$ cat src/rtl/param_seq_alu_if.sv
// param_seq_alu_if: operand/result handshake bus between sequencer (master) and ALU (slave)
interface param_seq_alu_if #(
  parameter int WIDTH = 8
);
  logic             in_valid;
  logic             in_ready;
  logic [WIDTH-1:0] A;
  logic [WIDTH-1:0] B;
  logic [3:0]       ALU_CONT;
  logic             out_valid;
  logic             out_ready;
  logic [WIDTH-1:0] ALU_OUT;
  logic             Zero, Pos, Neg, Carry, Ovf;
  logic             GT, LT, EQ, GTS, LTS;
  modport master (
    output in_valid, A, B, ALU_CONT, out_ready,
    input  in_ready, out_valid, ALU_OUT, Zero, Pos, Neg, Carry, Ovf, GT, LT, EQ, GTS, LTS
  );
  modport slave (
    input  in_valid, A, B, ALU_CONT, out_ready,
    output in_ready, out_valid, ALU_OUT, Zero, Pos, Neg, Carry, Ovf, GT, LT, EQ, GTS, LTS
  );
endinterface

$ cat src/rtl/param_seq_alu.sv
// param_seq_alu: registered WIDTH-bit 16-op ALU with valid/ready handshakes and multi-cycle shifts; PARAM_SEQ_ALU_SAT_EN makes opcodes 0-3 saturate
module param_seq_alu #(
  parameter int WIDTH = 8,
  parameter int SHW   = $clog2(WIDTH)
) (
  input logic            clk,
  input logic            rst_n,
  input logic            en,
  param_seq_alu_if.slave bus
);
  localparam logic [1:0] IDLE = 2'd0, BUSY = 2'd1, DONE = 2'd2;
  logic [1:0]       state_q, state_d;
  logic [1:0]       op_q;
  logic [SHW-1:0]   cnt_q;
  logic [WIDTH-1:0] w_q, res_q;
  logic [4:0]       flg_q, cmp_q;
  logic [SHW-1:0]   n;
  logic             accept, go_busy, fin;
  logic [WIDTH-1:0] op2, arith_res, one_res, step_res, fin_res;
  logic [WIDTH:0]   arith;
  logic             arith_ovf, one_c, one_o, step_c, fin_c, fin_o;
  assign n         = bus.B[SHW-1:0];
  assign bus.in_ready = rst_n && en && state_q == IDLE;
  assign accept    = bus.in_valid && bus.in_ready;
  assign go_busy   = bus.ALU_CONT[3:2] == 2'b01 && n != '0;
  assign fin       = accept ? !go_busy : state_q == BUSY && cnt_q == SHW'(1);
  assign op2       = bus.ALU_CONT[1] ? WIDTH'(1) : bus.B;
  assign arith     = bus.ALU_CONT[0] ? {1'b0, bus.A} - {1'b0, op2} : {1'b0, bus.A} + {1'b0, op2};
  assign arith_ovf = (arith[WIDTH-1] != bus.A[WIDTH-1]) && ((bus.A[WIDTH-1] != op2[WIDTH-1]) == bus.ALU_CONT[0]);
`ifdef PARAM_SEQ_ALU_SAT_EN
  assign arith_res = arith[WIDTH] ? (bus.ALU_CONT[0] ? '0 : '1) : arith[WIDTH-1:0];
`else
  assign arith_res = arith[WIDTH-1:0];
`endif
  // Single-cycle result; shifts only land here with n=0, which passes A through
  always_comb begin
    one_res = bus.A;
    one_c   = 1'b0;
    one_o   = 1'b0;
    case (bus.ALU_CONT)
      4'h0, 4'h1, 4'h2, 4'h3: begin
        one_res = arith_res;
        one_c   = arith[WIDTH];
        one_o   = arith_ovf;
      end
      4'h8:    one_res = ~bus.A;
      4'h9:    one_res = ~bus.B;
      4'hA:    one_res = bus.A & bus.B;
      4'hB:    one_res = bus.A | bus.B;
      4'hC:    one_res = ~(bus.A & bus.B);
      4'hD:    one_res = ~(bus.A | bus.B);
      4'hE:    one_res = bus.A ^ bus.B;
      4'hF:    one_res = ~(bus.A ^ bus.B);
      default: one_res = bus.A;
    endcase
  end
  assign step_res = op_q[1] ? (op_q[0] ? {w_q[0], w_q[WIDTH-1:1]} : {w_q[WIDTH-2:0], w_q[WIDTH-1]})
                            : (op_q[0] ? {1'b0, w_q[WIDTH-1:1]} : {w_q[WIDTH-2:0], 1'b0});
  assign step_c   = !op_q[1] && (op_q[0] ? w_q[0] : w_q[WIDTH-1]);
  assign fin_res  = state_q == BUSY ? step_res : one_res;
  assign fin_c    = state_q == BUSY ? step_c : one_c;
  assign fin_o    = state_q != BUSY && one_o;
  // Next state: accept in IDLE, count down in BUSY, release on out_ready in DONE
  always_comb begin
    state_d = state_q == IDLE ? (accept ? (go_busy ? BUSY : DONE) : IDLE)
            : state_q == BUSY ? (cnt_q == SHW'(1) ? DONE : BUSY)
            : bus.out_ready ? IDLE : DONE;
  end
  // State, operand latch, one-bit-per-cycle shift engine and result/flag registers, all frozen when en is low
  always_ff @(posedge clk) begin
    if (!rst_n) begin
      state_q <= IDLE;
      op_q    <= '0;
      cnt_q   <= '0;
      w_q     <= '0;
      res_q   <= '0;
      flg_q   <= '0;
      cmp_q   <= '0;
    end else if (en) begin
      state_q <= state_d;
      if (accept) begin
        op_q  <= bus.ALU_CONT[1:0];
        w_q   <= bus.A;
        cnt_q <= n;
        cmp_q <= {bus.A > bus.B, bus.A < bus.B, bus.A == bus.B,
                  $signed(bus.A) > $signed(bus.B), $signed(bus.A) < $signed(bus.B)};
      end
      if (state_q == BUSY) begin
        w_q   <= step_res;
        cnt_q <= cnt_q - SHW'(1);
      end
      if (fin) begin
        res_q <= fin_res;
        flg_q <= {fin_res == '0, !fin_res[WIDTH-1] && fin_res != '0, fin_res[WIDTH-1], fin_c, fin_o};
      end
    end
  end
  assign bus.out_valid = state_q == DONE;
  assign bus.ALU_OUT   = res_q;
  assign {bus.Zero, bus.Pos, bus.Neg, bus.Carry, bus.Ovf} = flg_q;
  assign {bus.GT, bus.LT, bus.EQ, bus.GTS, bus.LTS}       = cmp_q;
endmodule

$ cat src/flat_wrapper.sv
// flat-port wrapper written by rule: the top's interface ports become plain ports
module param_seq_alu_flat 
#(
  parameter int WIDTH = 8,
  parameter int SHW   = $clog2(WIDTH)
)
  (clk, rst_n, en, bus_in_valid, bus_A, bus_B, bus_ALU_CONT, bus_out_ready, bus_in_ready, bus_out_valid, bus_ALU_OUT, bus_Zero, bus_Pos, bus_Neg, bus_Carry, bus_Ovf, bus_GT, bus_LT, bus_EQ, bus_GTS, bus_LTS);
  param_seq_alu_if #(.WIDTH(WIDTH)) bus_i ();
  input logic clk;
  input logic rst_n;
  input logic en;
  input wire logic [$bits(bus_i.in_valid)-1:0] bus_in_valid;
  input wire logic [$bits(bus_i.A)-1:0] bus_A;
  input wire logic [$bits(bus_i.B)-1:0] bus_B;
  input wire logic [$bits(bus_i.ALU_CONT)-1:0] bus_ALU_CONT;
  input wire logic [$bits(bus_i.out_ready)-1:0] bus_out_ready;
  output wire logic [$bits(bus_i.in_ready)-1:0] bus_in_ready;
  output wire logic [$bits(bus_i.out_valid)-1:0] bus_out_valid;
  output wire logic [$bits(bus_i.ALU_OUT)-1:0] bus_ALU_OUT;
  output wire logic [$bits(bus_i.Zero)-1:0] bus_Zero;
  output wire logic [$bits(bus_i.Pos)-1:0] bus_Pos;
  output wire logic [$bits(bus_i.Neg)-1:0] bus_Neg;
  output wire logic [$bits(bus_i.Carry)-1:0] bus_Carry;
  output wire logic [$bits(bus_i.Ovf)-1:0] bus_Ovf;
  output wire logic [$bits(bus_i.GT)-1:0] bus_GT;
  output wire logic [$bits(bus_i.LT)-1:0] bus_LT;
  output wire logic [$bits(bus_i.EQ)-1:0] bus_EQ;
  output wire logic [$bits(bus_i.GTS)-1:0] bus_GTS;
  output wire logic [$bits(bus_i.LTS)-1:0] bus_LTS;
  assign bus_i.in_valid = bus_in_valid;
  assign bus_i.A = bus_A;
  assign bus_i.B = bus_B;
  assign bus_i.ALU_CONT = bus_ALU_CONT;
  assign bus_i.out_ready = bus_out_ready;
  assign bus_in_ready = bus_i.in_ready;
  assign bus_out_valid = bus_i.out_valid;
  assign bus_ALU_OUT = bus_i.ALU_OUT;
  assign bus_Zero = bus_i.Zero;
  assign bus_Pos = bus_i.Pos;
  assign bus_Neg = bus_i.Neg;
  assign bus_Carry = bus_i.Carry;
  assign bus_Ovf = bus_i.Ovf;
  assign bus_GT = bus_i.GT;
  assign bus_LT = bus_i.LT;
  assign bus_EQ = bus_i.EQ;
  assign bus_GTS = bus_i.GTS;
  assign bus_LTS = bus_i.LTS;
  param_seq_alu #(.WIDTH(WIDTH), .SHW(SHW)) u_core (.clk(clk), .rst_n(rst_n), .en(en), .bus(bus_i));
endmodule
$ cat config.mk
export PLATFORM = sky130hd
export DESIGN_NAME = param_seq_alu_flat
export DESIGN_NICKNAME = d
export VERILOG_FILES = /design/src/rtl/param_seq_alu_if.sv /design/src/rtl/param_seq_alu.sv /design/src/flat_wrapper.sv
export SDC_FILE = /design/constraint.sdc
export NUM_CORES = 1
export LEC_CHECK = 0
export CAP_MARGIN = 15
export CORE_ASPECT_RATIO = 2
export CORE_UTILIZATION = 33
export DETAILED_ROUTE_END_ITERATION = 16
export PLACE_DENSITY = 0.63
export SYNTH_ARGS = -nofsm -noshare
export SYNTH_HDL_FRONTEND = slang
export SYNTH_SLANG_ARGS = --single-unit
$ cat constraint.sdc
create_clock -name clk -period 9.8 [get_ports clk]
set_input_delay 1.47 -clock clk [delete_from_list [all_inputs] [get_ports clk]]
set_output_delay 1.47 -clock clk [all_outputs]
set_load 0.02 [all_outputs]
# Word level (Yosys, flattened, before mapping)
# Cells that the tools add are included.
# Widths: inputs -> output; s select.
# totals
register_bits	33
input_bits	25
output_inout_bits	20
# classes
addsub	3
magnitude_cmp	4
n_eq_ne	20
mux	22
bitwise_logic	8
n_reduce_logical	22
# ops
op	n
$pmux 8 s9	1
$mux 8	7
$not 8->8	5
$eq 4x4->1 const B	8
$gt 8x8->1	2
$lt 8x8->1	2
$mux 2	6
$add 8x8->9	1
$logic_and 1x1->1	9
$mux 9	1
$sub 8x8->9	1
$and 8x8->8	1
$eq 4x2->1 const B	2
$eq 8x8->1	1
$logic_not 8->1	1
$or 8x8->8	1
$reduce_bool 8->1	1
$xor 8x8->8	1
$mux 3	2
$reduce_and 2->1	3
$mux 1	5
$eq 2x1->1 const B	2
$eq 4x1->1 const B	1
$logic_not 4->1	1
other kinds (11)	14

# Logic depth before layout (Yosys ltp)
# depth
depth_word	7
ltp_mapped	15
mapped_depth_nobuf	14

# Worst setup path after synthesis
# Ideal clock, no wire load.
# synth_path
path_kind	input port to flip-flop
startpoint	in bus_ALU_CONT[0]
endpoint	reg u_core.flg_q[4]
t_arrival_ns	4.312
required_ns	9.683
setup_slack_ns	5.370
path_stages	15
path_buffers	3
cell_sequence	buf_2 buf_2 clkbuf_1 or3_1 a21oi_1 a21oi_1 inv_1 ha_1 nor2b_1 o31ai_1 a21oi_1 xnor2_1 a2111oi_1 nor4_2 a32o_1
# synth_via
elab_chain_len	5
elab_cells_between_ends	17
# synth_lines
item	line_no	rtl
start: declaration	flat_wrapper.sv:15	input wire logic [$bits(bus_i.ALU_CONT)-1:0] bus_ALU_CONT;
$eq 4x1->1, or another cell as far along	param_seq_alu.sv:40	case (bus.ALU_CONT)
$reduce_or 4->1	param_seq_alu.sv:40	
$pmux 8 s9 *	param_seq_alu.sv:40	
$mux 8 *	param_seq_alu.sv:60	assign fin_res = state_q == BUSY ? step_res : one_res;
$logic_not 8->1 *	param_seq_alu.sv:94	flg_q <= {fin_res == '0, !fin_res[WIDTH-1] && fin_res != '0, fin_res[WIDTH-1], fin_c, fin_o};
end signal: assignment	param_seq_alu.sv:94	
end: declaration	param_seq_alu.sv:16	logic [4:0] flg_q, cmp_q;
# Every way passes the cells marked *; elsewhere a longest branch is shown, timed or not.
# A chain may end at the register's enable or synchronous reset.

# Worst setup path in the final report
# layout_path
startpoint	in rst_n
endpoint	out bus_in_ready
# layout_via
elab_chain_len	2
# layout_lines
item	line_no	rtl
start: declaration	flat_wrapper.sv:10	input logic rst_n;
$logic_and 1x1->1 (2 in a row)	param_seq_alu.sv:23	assign bus.in_ready = rst_n && en && state_q == IDLE;
end: declaration	flat_wrapper.sv:17	output wire logic [$bits(bus_i.in_ready)-1:0] bus_in_ready;
# Every way passes these cells.

==> summary.md <==
At the worst endpoint, the arrival time is 3460 ps. The area occupied by registers is 641 µm², and the detailed-route wire length per cell is 16.5 µm. For the count of boundary I/O pins, the log shows 45.

The top cell type's share of synthesized area was 0.192. The overall track demand over capacity in global routing is 0.201, and the synthesized instance count is 452. In this run the static leakage power is 1.53 nW.

The worst setup timing slack at the placement stage came out at 4790 ps. Between clock sinks in the finished design, the worst skew comes to 5.88 ps. Cell type with the highest aggregate area in the netlist: sky130_fd_sc_hd__dfxtp_1.

The tree is rooted in a sky130_fd_sc_hd__clkbuf_16. Global routing finished with a remaining overflow of 0. The final number of hold-violating endpoints came out at 0. The die is 144 µm tall.

The number of maximum-capacitance violations came out at 0. The startpoint identified for the worst hold timing path is u_core.cmp_q[1]$_SDFFE_PN0P_. The synthesized netlist occupies a cell area of 0.00334 mm². The critical path is of the input port to output pin type.

The logs give 32 for the CTS sink count and 0 for the hold buffer count at cts. For the worst hold-check slack, the log shows 448 ps. Counting flops and latches in the post-synthesis netlist gives 32.

The mux share of post-synthesis cell area was 0.0569. Yosys instantiated no cell more often than sky130_fd_sc_hd__a21oi_1. The flow ran to the end, and the final reports show no timing, DRC or antenna violations. The largest net degree at the start of global routing is 49. The run gives 0.410 as the core occupancy in the finished layout.

The async set-reset flop share out of synthesis was 0; the count of standard-cell rows was 51. Setup violations remaining at the end of the flow were counted as 0. The number of placed instances, taps included, is 604.

Buffers added to address setup during post-CTS repair amount to 0. The number of routed nets with antenna violations came out at 0. The first TritonRoute pass finished after 4 iterations.

Setup repair after global routing left no endpoint under its margin. The area fraction in compound gates after synthesis works out to 0.288. The min-delay analysis places its worst path in the category register to register.

The finished cells cover 0.00400 mm². The average via count per standard cell is 5.58, and the switching power total is 0.136 mW. The core region is 0.00976 mm².

Die width: 73.2 µm. The logs give 0.343 for the clock share of power and 0.343 for the starting utilization of the core area. By area, the combinational part of the netlist is dominated by compound AO/OA/AOI/OAI gates. For the worst setup slack after layout, the log shows 4870 ps.

The logs give 0.329 for the combinational share of power and 0 for the count of inserted antenna diode cells. In this run, the number of DRC markers left after iteration 0 of detailed routing was 155. In this run the number of H-tree levels came out at 2. The run gives 280 ps as the clock latency on the worst-skew pair. The most used flip-flop cell after synthesis is sky130_fd_sc_hd__dfxtp_1.

The run gives 0 as the number of antenna violations at the first check in global routing. Yosys attributes the largest share of cell area to sky130_fd_sc_hd__dfxtp_1 19%, sky130_fd_sc_hd__ha_1 13%, sky130_fd_sc_hd__a21oi_1 6.1%. TritonCTS built the clock tree. The switching share of power is 0.323, and the vias after detailed routing is 3409. Endpoint type of the worst setup path: an output pin.

The share of the clock period used by the worst path after layout is 0.503, and the remaining routing DRC violations is 0. The worst-case IR drop observed on VDD is 0.0000525 V. The number of gates resized after CTS was 0. The worst register-to-register path begins at u_core.state_q[1]$_SDFFE_PN0P_.

The final layout contains routed wiring with a total length of 10100 µm. Count of placed standard cells in the final layout, fillers left out: 611. STA puts the critical path data required time at 8330 ps.

The share of layout cells above drive strength 1 was 0.0585. The run gives 0.419 as the tightest slew margin relative to the limit. The worst setup path is launched from an input port. In this run the worst setup path begins at rst_n. Buffers inserted during clock tree synthesis total 5. Post-synthesis sequential area ratio: 0.192.

The area of the die is 0.0106 mm², and the total power is 0.422 mW. The net count after synthesis was 512; the setup TNS after final layout was 0 ps. The tools report the final count of pins violating max slew as 0. The portion of total power attributed to sequential cells was 0.328; the number of enable flip-flop cells after synthesis was 0.

The maximum frequency from static timing analysis was 203 MHz; the port buffer count was 44. Area growth from synthesis to final layout: 19.7%. The power density over cell area was 105 mW/mm²; the clock transition at the register clock pins on the worst setup and hold paths after CTS was 50 ps. The longest clock path from root to sink contains 2 buffers. Summing all multi-input logic gate instances after layout gives 0.00247 mm².

After synthesis, the most frequently instantiated cells are 41 x sky130_fd_sc_hd__a21oi_1, 39 x sky130_fd_sc_hd__nor2_1, 34 x sky130_fd_sc_hd__ha_1. The final critical-path required period came out at 4930 ps. The number of global-route vias before repair was 3240; the final estimated routing congestion in global placement was 0.932. The wire length of the first global-routing pass is 16200 µm. Yosys printed 0 warnings. The slew at the pin with the worst max-slew slack was 871 ps; the maximum fanout encountered on the critical timing path was 24. The run gives 0.286 mW as the internal cell power.

Parity-gate share of the synthesized area counting xor and xnor cells: 0.0183. The post-synthesis area per instance was 7.40 µm²; the placed standard-cell area was 0.00387 mm². The simple logic cell fraction of the synthesized area was 0.242; the HPWL after detailed placement was 8000 µm. The synthesized-area fraction occupied by adder cells was 0.133; the fill cell instance count of the final layout was 1041.

The logs give 539 for the final net count and 63 for the count of distinct cell types in the synthesized netlist.
metal layers:
| metal | part of all wire | up-vias | track usage |
|---|---|---|---|
| met5 | 0 | - | 0 |
| li1 | - | 1685 | - |
| met2 | 0.54 | 89 | 0.371 |
| met4 | 0.052 | 0 | 0.132 |
| met3 | 0.032 | 29 | 0.0132 |
| met1 | 0.38 | 1606 | 0.211 |
kinds of logic after synthesis:
kind of cell / count (synthesis)
simple gates: 156
fa+ha+maj: 35
buf+inv: 59
flops: 32
xor+xnor: 7
compound gates: 147
mux: 16
worst max-delay path: stages:
cell and delay, ps:
sky130_fd_sc_hd__clkdlybuf4s50_1 1030, sky130_fd_sc_hd__and4bb_1 350, sky130_fd_sc_hd__clkdlybuf4s50_1 620
power by group through the flow:
stage / registers (mW) / clock network, mW / logic (mW)
6_report: 0.138 / 0.145 / 0.139
4_1_cts: 0.138 / 0.147 / 0.138
3_5_place_dp: 0.141 / 0 / 0.137
2_1_floorplan: 0.142 / 0 / 0.0918
3_3_place_gp: 0.141 / 0 / 0.135
5_1_grt: 0.139 / 0.150 / 0.153
final timing paths:
check                            endpoint  slack [ps]  cells after the start
max reg2reg  u_core.flg_q[4]$_SDFFE_PN0P_        7170                      7
max                          bus_in_ready        4870                      3
min          u_core.cmp_q[1]$_SDFFE_PN0P_         450                      2
min reg2reg  u_core.cmp_q[1]$_SDFFE_PN0P_         450                      2
state kept, by name (all words and copies together), names as in the netlist:
name,cells
u_core.op_q,2
u_core.w_q,8
u_core.bus.ALU_OUT,7
u_core.state_q,2
u_core.cnt_q,3
u_core.cmp_q,5
u_core.flg_q,5
layout make-up:
class,instances,share of cell area
clock inverter,1,0.00125
timing repair buffer,50,0.121
tap,132,0.0412
clock buffer,6,0.0322
multi-input combinational,361,0.617
sequential,32,0.160
inverter,29,0.0272
cell usage in the layout (no fill, tap or decap), types with 8 or more instances in the layout:
master and count:
sky130_fd_sc_hd__nand3_1 12, sky130_fd_sc_hd__mux2i_1 10, sky130_fd_sc_hd__inv_1 27, sky130_fd_sc_hd__o211ai_1 8, sky130_fd_sc_hd__nand2b_1 11, sky130_fd_sc_hd__ha_1 34, sky130_fd_sc_hd__nor2_1 39, sky130_fd_sc_hd__nor3_1 8
sky130_fd_sc_hd__nor2b_1 18, sky130_fd_sc_hd__o21ai_0 25, sky130_fd_sc_hd__dfxtp_1 32, sky130_fd_sc_hd__a211oi_1 11, sky130_fd_sc_hd__nand2_1 32, sky130_fd_sc_hd__clkdlybuf4s50_1 44, sky130_fd_sc_hd__a21oi_1 41
Power figures use the tool's default switching activity.
